<file path="src/rtl/ls194_sequencer.sv">
// Step sequencer for an LS194-style 4-bit universal shift register.
// Loads a start pattern, then issues one shift command per prescaler tick.
module ls194_sequencer #(
  parameter int TICK_DIV  = 50_000_000,
  parameter int RUN_STEPS = 16
) (
  input  logic       clk_100MHz,
  input  logic       rst_n,
  input  logic       start,
  input  logic       stop,
  input  logic       pause,
  input  logic [1:0] mode,
  input  logic [3:0] pattern,
  output logic [1:0] ctrl,
  output logic [3:0] sw,
  output logic       shift,
  output logic       step_en,
  output logic [3:0] q_shadow,
  output logic [7:0] step_cnt,
  output logic       busy,
  output logic       done
);

  localparam int CW = (TICK_DIV > 2) ? $clog2(TICK_DIV) : 1;
  localparam logic [CW-1:0] LAST = CW'(TICK_DIV - 1);
  localparam logic [7:0] LIM = 8'(RUN_STEPS);

  typedef enum logic [1:0] {IDLE, LOAD, RUN, DONE} state_t;

  state_t        state;
  logic [1:0]    mode_l;
  logic [2:0]    phase;
  logic          dir;      // 0 = left, 1 = right
  logic [CW-1:0] cnt;

  logic [3:0] ld_sw;
  logic [1:0] nx_ctrl;
  logic       nx_shift;
  logic       nx_dir;
  logic [3:0] nx_q;

  always_comb begin
    case (mode)
      2'b10:   ld_sw = 4'b0001;
      2'b11:   ld_sw = 4'b0000;
      default: ld_sw = pattern;
    endcase
  end

  // Next step derived from the shadow copy, so no register feedback is needed.
  always_comb begin
    nx_dir   = dir;
    nx_shift = 1'b0;
    nx_ctrl  = 2'b01;
    case (mode_l)
      2'b00: nx_shift = q_shadow[3];
      2'b01: begin
        nx_ctrl  = 2'b10;
        nx_shift = q_shadow[0];
      end
      2'b10: begin
        if (!dir && q_shadow[3])     nx_dir = 1'b1;
        else if (dir && q_shadow[0]) nx_dir = 1'b0;
        nx_ctrl = nx_dir ? 2'b10 : 2'b01;
      end
      default: nx_shift = (phase < 3'd4);
    endcase
    nx_q = (nx_ctrl == 2'b10) ? {nx_shift, q_shadow[3:1]} : {q_shadow[2:0], nx_shift};
  end

  always_ff @(posedge clk_100MHz or negedge rst_n) begin
    if (!rst_n) begin
      state    <= IDLE;
      mode_l   <= 2'b00;
      phase    <= 3'd0;
      dir      <= 1'b0;
      cnt      <= '0;
      ctrl     <= 2'b00;
      sw       <= 4'd0;
      shift    <= 1'b0;
      step_en  <= 1'b0;
      q_shadow <= 4'd0;
      step_cnt <= 8'd0;
      busy     <= 1'b0;
      done     <= 1'b0;
    end else begin
      step_en <= 1'b0;
      ctrl    <= 2'b00;
      if (stop) begin
        state <= IDLE;
        busy  <= 1'b0;
        done  <= 1'b0;
      end else begin
        case (state)
          IDLE, DONE: begin
            if (start) begin
              state    <= LOAD;
              mode_l   <= mode;
              step_en  <= 1'b1;
              ctrl     <= 2'b11;
              sw       <= ld_sw;
              q_shadow <= ld_sw;
              step_cnt <= 8'd0;
              phase    <= 3'd0;
              dir      <= 1'b0;
              cnt      <= '0;
              busy     <= 1'b1;
              done     <= 1'b0;
            end else if (state == DONE) begin
              busy <= 1'b0;
              done <= 1'b1;
            end
          end
          // The LOAD cycle counts as prescaler slot 0.
          LOAD: begin
            state <= RUN;
            cnt   <= CW'(1);
          end
          RUN: begin
            if (!pause) begin
              if (cnt == LAST) begin
                cnt      <= '0;
                step_en  <= 1'b1;
                ctrl     <= nx_ctrl;
                shift    <= nx_shift;
                q_shadow <= nx_q;
                dir      <= nx_dir;
                phase    <= phase + 3'd1;
                step_cnt <= step_cnt + 8'd1;
                if (RUN_STEPS != 0 && (step_cnt + 8'd1) == LIM) state <= DONE;
              end else begin
                cnt <= cnt + CW'(1);
              end
            end
          end
          default: state <= IDLE;
        endcase
      end
    end
  end

endmodule

</file>
<file path="config.mk">
export PLATFORM = sky130hd
export DESIGN_NAME = ls194_sequencer
export DESIGN_NICKNAME = d
export VERILOG_FILES = /design/src/rtl/ls194_sequencer.sv
export SDC_FILE = /design/constraint.sdc
export NUM_CORES = 1
export LEC_CHECK = 0
export BUFFER_PORTS_ARGS = -buffer_cell sky130_fd_sc_hd__buf_2
export CORE_MARGIN = 1
export CORE_UTILIZATION = 35
export DETAILED_ROUTE_END_ITERATION = 7
export SETUP_SLACK_MARGIN = 0.15
export SLEW_MARGIN = 20
export SYNTH_ARGS = -nofsm -noshare
export SYNTH_HDL_FRONTEND = slang
export SYNTH_SLANG_ARGS = --single-unit
</file>
<file path="constraint.sdc">
create_clock -name clk_100MHz -period 2.05 [get_ports clk_100MHz]
set_input_delay 0.41 -clock clk_100MHz [delete_from_list [all_inputs] [get_ports clk_100MHz]]
set_output_delay 0.41 -clock clk_100MHz [all_outputs]
set_load 0.01 [all_outputs]
</file>
==> results of run 1 <==
==> worst max-delay path, delay by kind of cell (launching register included) <==
| family | cells | cell delay [ns] |
|---|---|---|
| flops | 1 | 0.39 |
| simple gates | 3 | 0.85 |
| buf+inv | 1 | 0.18 |
| mux | 1 | 0.32 |
| compound gates | 1 | 0.23 |
==> power by group <==
part           internal [W]  switching, W  leakage [nW]
Sequential          0.00126      0.000122         0.763
Clock              0.000363      0.000359        0.0552
Combinational      0.000703      0.000943          1.13
==> cell usage in the layout (no fill, tap or decap), types with 7 or more instances in the layout <==
cell      count
xor2_1        7
buf_2        32
inv_1        10
buf_6        16
mux2i_1       8
nor2_1       25
dfrtp_1      56
nand3_1      22
ha_1          9
buf_4        40
o21ai_0       9
xnor2_1       7
a22o_1        8
nand2b_1      8
nand4_1       8
a21oi_1      12
nand2_1      31
==> final cells by class <==
type | count | share of cell area
clock buffers | 6 | 0.0167
repair buffers | 89 | 0.151
flip-flops and latches | 56 | 0.323
clock inverters | 2 | 0.00808
well taps | 108 | 0.0312
multi-input cells | 262 | 0.460
inverters | 11 | 0.00952
==> worst paths after layout <==
check                           end  cells past startpoint
max                        state[0]                      6
min                             dir                      1
max reg2reg                state[0]                      6
min reg2reg                   sw[3]                      2
max in group asynchronous   cnt[16]                      2
min in group clk_100MHz        done                      2
==> cells by family after synthesis <==
group	after synthesis	synth area share
AOI/OAI and AO/OA	69	0.145
xor gates and xnor gates	14	0.0388
and+or+nand+nor	154	0.253
DFF	56	0.443
buffers and inverters	25	0.0336
muxes	14	0.0467
adders and majority gates	10	0.0396
==> what timing repair did <==
item / 4_1_cts / 5_1_grt
buffers inserted: 3 / 7
endpoints found under the setup margin: 47 / 48
pin swaps: 5 / 26
resized for setup: 21 / 66
cloned: 0 / 1
==> through the flow <==
step | worst slack (ns) | std cells | setup TNS (ns) | cell area, um2 | util
6_report | -0.0207 | 534 | -0.0207 | 4340 | 0.497
5_1_grt | -0.118 | 534 | -1.17 | 4340 | 0.497
4_1_cts | -0.0161 | 526 | -0.0308 | 3970 | 0.455
3_5_place_dp | -0.171 | 515 | -3.74 | 3750 | 0.430
3_3_place_gp | -0.136 | 515 | -2.20 | 3750 | 0.430
2_1_floorplan | -0.131 | 342 | -2.25 | 3170 | -
==> synthesized netlist by cell type, types with 8 or more instances <==
master,count,area share
o21ai_0,13,0.021
nand2b_1,9,0.018
nand4_1,8,0.016
a21oi_1,16,0.025
clkbuf_1,11,0.013
nor3_1,10,0.016
inv_1,11,0.013
nor2_1,30,0.036
nand3_1,28,0.044
mux2i_1,8,0.025
ha_1,10,0.040
dfrtp_1,56,0.44
nand2_1,33,0.039
a22o_1,8,0.022
==> registers in the layout, indices dropped and copies added (netlist names) <==
register and cells:
q_shadow 4, sw 4, step_cnt 8, busy 1
ctrl 2, cnt 26, phase 3, state 2
step_en 1, mode_l 2, shift 1, dir 1
done 1
==> routing by layer <==
layer	vias up	share of wire
met3	10	0.029
met4	0	0.012
met1	1409	0.47
met5	-	0
li1	1416	-
met2	57	0.49
==> impl_metrics.env, run 1 <==
export IMPL_area_growth_pct=37.2
export IMPL_antenna_found_initial=0
export IMPL_setup_viol=1
export IMPL_die_w_um=97.0
export IMPL_use_met1=0.236
export IMPL_htree_num_levels=2
export IMPL_synth_edf_count=0
export IMPL_hold_violations=0
export IMPL_totalWireLength_um=8160
export IMPL_ys_seq_area_frac=0.443
export IMPL_grtUsageMet2=0.282
export IMPL_hpwl_um=5950
export IMPL_first_global_vias=2669
export IMPL_synthCells=342
export IMPL_numPortBuffers=32
export IMPL_syn_avg_cell_area_um2=9.24
export IMPL_synth_flop_cell="dfrtp_1"
export IMPL_yosysWarnings=0
export IMPL_clkLatencyLatePin_ns=0.31
export IMPL_ff_latch_area_um2=1400
export IMPL_final_period_utilization=1.01
export IMPL_async_reset_ff_frac=1.00
export IMPL_maxCapViolCount=0
export IMPL_synth_area_um2=3160
export IMPL_grt_pass1_wl_um=13200
export IMPL_vias=2892
export IMPL_slowest_stage="or4_4"
export IMPL_start_util=0.362
export IMPL_cts_buffer_depth=2
export IMPL_reg2reg_from="cnt[8]"
export IMPL_fillers=767
export IMPL_first_pass_iters=4
export IMPL_finClkSkew_ns=0.0106
export IMPL_grt_overflow=0
export IMPL_grtUsageMet3=0.0275
export IMPL_antenna_left=0
export IMPL_route_detailed_drc=0
export IMPL_critPathRequiredTime_ns=2.25
export IMPL_vdd_ir_drop_max_mv=0.359
export IMPL_crit_type="reg -> reg"
export IMPL_fp_dieH_um=97.0
export IMPL_cts_clk_slew_worst_paths_ns=0.10
export IMPL_violations="negative setup slack"
export IMPL_wl_per_cell_um=15.3
export IMPL_worstMarginPinSlew_ns=0.535
export IMPL_crit_path_start_kind="flip-flop"
export IMPL_ys_types=50
export IMPL_drive_gt1_frac=0.364
export IMPL_clock_fmax_ghz=0.483
export IMPL_cpPeakStageDelay_ns=0.55
export IMPL_crit_start="cnt[8]"
export IMPL_multi_input_area_um2=1990
export IMPL_reg2reg_slack_ns=-0.02
export IMPL_syn_num_nets=363
export IMPL_status="finished, violations left"
export IMPL_rsz0062_at_grt="yes"
export IMPL_row_count=34
export IMPL_slew_headroom=0.643
export IMPL_via_per_inst=5.42
export IMPL_postLayoutSetupSlackWorst_ns=-0.0207
export IMPL_die_area_um2=9410
export IMPL_drv_slew=0
export IMPL_final_net_count=446
export IMPL_drtIter0Drc=105
export IMPL_hp_class="in -> async"
export IMPL_design_core_area_um2=8720
export IMPL_arrival_ns=2.27
export IMPL_cts_buffers=5
export IMPL_hold_buffers=0
export IMPL_cts_sinks=56
export IMPL_antenna_cells=0
export IMPL_crit_chain="or4_4, nor4_4, buf_6, nand2_4, o31ai_4, mux2_4"
export IMPL_ys_ff_latch=56
export IMPL_gp_congestion=0.985
export IMPL_grt_util_all_layers=0.171
export IMPL_worstPathMaxFanout=5
export IMPL_busiest_layer="met2"
export IMPL_hold_slack_ns=0.0523
export IMPL_p_per_area_nw_per_um2=865
export IMPL_cp_end_kind="flip-flop"
export IMPL_total_power_w=0.00375
export IMPL_grt_max_degree=23
export IMPL_period_minus_slack_ns=2.07
export IMPL_cts_tree="done"
export IMPL_root_buffer="clkbuf_8"
export IMPL_p_leak_nw=1.95
export IMPL_ios=33
No activity file was read; power rests on OpenSTA's default activity.
==> run 2: changes to the inputs <==
CORE_ASPECT_RATIO = 1.1   (was unset)
RECOVER_POWER = 50   (was unset)
SKIP_LAST_GASP = 1   (was unset)
==> run 2 against run 1 <==
The flow now finishes without violations. Routed wire length shrank 3.7%. Critical endpoint unchanged. Clock skew grew 0.0029 ns. Sequential cell count is the same. Largest power group unchanged. Sequential power is essentially flat. Sequential share of layout area grew 0.67 points. Clock power shrank 12%. Non-clock buffer count grew 3. Final cell count grew 1.7%. Critical path depth is the same. Worst setup slack gained 0.027 ns. Register-to-register slack gained 0.03 ns. Critical path type unchanged.
==> impl_metrics.env, run 2 (synthesis results as in run 1) <==
export IMPL_drtIter0Drc=105
export IMPL_cp_end_kind="flip-flop"
export IMPL_die_area_um2=9410
export IMPL_grt_max_degree=57
export IMPL_worstMarginPinSlew_ns=1.37
export IMPL_hold_slack_ns=0.362
export IMPL_final_cell_mix="dfrtp_1 (56), buf_4 (52), buf_2 (32), nand2_1 (30), nor2_1 (24)"
export IMPL_hpwl_um=5610
export IMPL_dpl_cell_area_um2=3790
export IMPL_final_area_um2=4250
export IMPL_first_global_vias=2767
export IMPL_wl_per_cell_um=14.5
export IMPL_antenna_cells=0
export IMPL_vias=2896
export IMPL_row_count=36
export IMPL_status="completed"
export IMPL_cts_buffer_depth=2
export IMPL_slew_headroom=0.0846
export IMPL_rsz0062_at_grt="yes"
export IMPL_die_w_um=92.6
export IMPL_cts_buffers=5
export IMPL_antenna_found_initial=0
export IMPL_critPathRequiredTime_ns=2.26
export IMPL_fp_dieH_um=102
export IMPL_htree_num_levels=2
export IMPL_drive_gt1_frac=0.375
export IMPL_p_per_area_nw_per_um2=844
export IMPL_setup_viol=0
export IMPL_via_per_inst=5.33
export IMPL_design_core_area_um2=8830
export IMPL_largest_reg_flops=26
export IMPL_final_setup_tns_ns=0
export IMPL_total_power_w=0.00358
export IMPL_grt_pass1_wl_um=13200
export IMPL_root_buffer="clkbuf_8"
export IMPL_clock_fmax_ghz=0.489
export IMPL_crit_type="reg -> reg"
export IMPL_reg_top3="cnt (26), step_cnt (8)"
export IMPL_start_util=0.358
export IMPL_final_period_utilization=0.997
export IMPL_top_register="cnt"
export IMPL_maxCapViolCount=0
export IMPL_crit_path_start_kind="flip-flop"
export IMPL_cts_tree="done"
export IMPL_antenna_left=0
export IMPL_cpPeakStageDelay_ns=0.56
export IMPL_drv_slew=0
export IMPL_grt_util_all_layers=0.176
export IMPL_clkLatencyLatePin_ns=0.31
export IMPL_finClkSkew_ns=0.0135
export IMPL_arrival_ns=2.25
export IMPL_grt_overflow=0
export IMPL_gp_congestion=0.900
export IMPL_ios=33
export IMPL_hp_class="in -> reg"
export IMPL_final_net_count=449
export IMPL_cts_clk_slew_worst_paths_ns=0.10
export IMPL_first_pass_iters=4
export IMPL_final_common_cell="dfrtp_1"
export IMPL_crit_chain="or4_4, nor3_4, buf_4, nand2_2, o31ai_2, mux2_2"
export IMPL_worstPathMaxFanout=3
export IMPL_totalWireLength_um=7860
export IMPL_cts_sinks=56
export IMPL_numPortBuffers=32
export IMPL_slowest_stage="or4_4"
export IMPL_hold_violations=0
export IMPL_p_leak_nw=1.91
export IMPL_vdd_ir_drop_max_mv=0.307
export IMPL_route_detailed_drc=0
export IMPL_period_minus_slack_ns=2.04
export IMPL_area_growth_pct=34.4
run 2: layer usage:
layer,share of wire,global-route usage,vias to the layer above
met2,0.50,0.300,41
met3,0.026,0.0285,18
li1,-,-,1416
met4,0.025,0.0721,0
met1,0.44,0.223,1421
met5,0,0,-
run 2: final timing paths:
path | to | startpoint | depth (start not counted) | slack, ns
min in group asynchronous | sw[3] | rst_n | 2 | 0.48
min reg2reg | sw[2] | sw[2] | 2 | 0.48
max in group asynchronous | cnt[24] | rst_n | 2 | 0.74
max | state[0] | cnt[11] | 6 | 0.006
max reg2reg | state[0] | cnt[11] | 6 | 0.006
min | done | start | 2 | 0.36
run 2: worst max-delay path: cells and delay by family, from the launching register on:
| family | cells | cell delay (ns) |
|---|---|---|
| and+or+nand+nor | 3 | 0.82 |
| DFF | 1 | 0.40 |
| muxes | 1 | 0.35 |
| AOI/OAI and AO/OA | 1 | 0.22 |
| buffers and inverters | 1 | 0.15 |
run 2: repair_timing:
| action | in CTS | in global routing |
|---|---|---|
| hold buffers | 0 | 0 |
| gates cloned | 2 | 0 |
| gates resized for setup | 28 | 39 |
| pin swaps | 12 | 13 |
| setup endpoints to repair | 47 | 48 |
| buffers inserted | 8 | 3 |
run 2: through the flow:
step                 util  setup slack, ns  std cells
finish              0.481          0.00615        543
global route        0.481           -0.142        543
floorplan               -           -0.131        342
global placement    0.429           -0.108        522
CTS                 0.465           0.0110        540
detailed placement  0.429           -0.150        522
run 2: area by class of cell:
type                            count  area [um2]
Clock buffer                        6        82.6
Clock inverter                      2        10.0
Fill cell                         852        4580
Inverter                           11        41.3
Multi-Input combinational cell    262        1920
Sequential cell                    56        1400
Tap cell                          114         143
Timing Repair Buffer               92         652
run 2: power by group:
| part | switching [W] | leakage, nW | internal, W | total (W) |
|---|---|---|---|---|
| registers | 0.000124 | 0.763 | 0.00126 | 0.00138 |
| logic | 0.000846 | 1.09 | 0.000724 | 0.00157 |
| clock network | 0.000361 | 0.0510 | 0.000271 | 0.000632 |
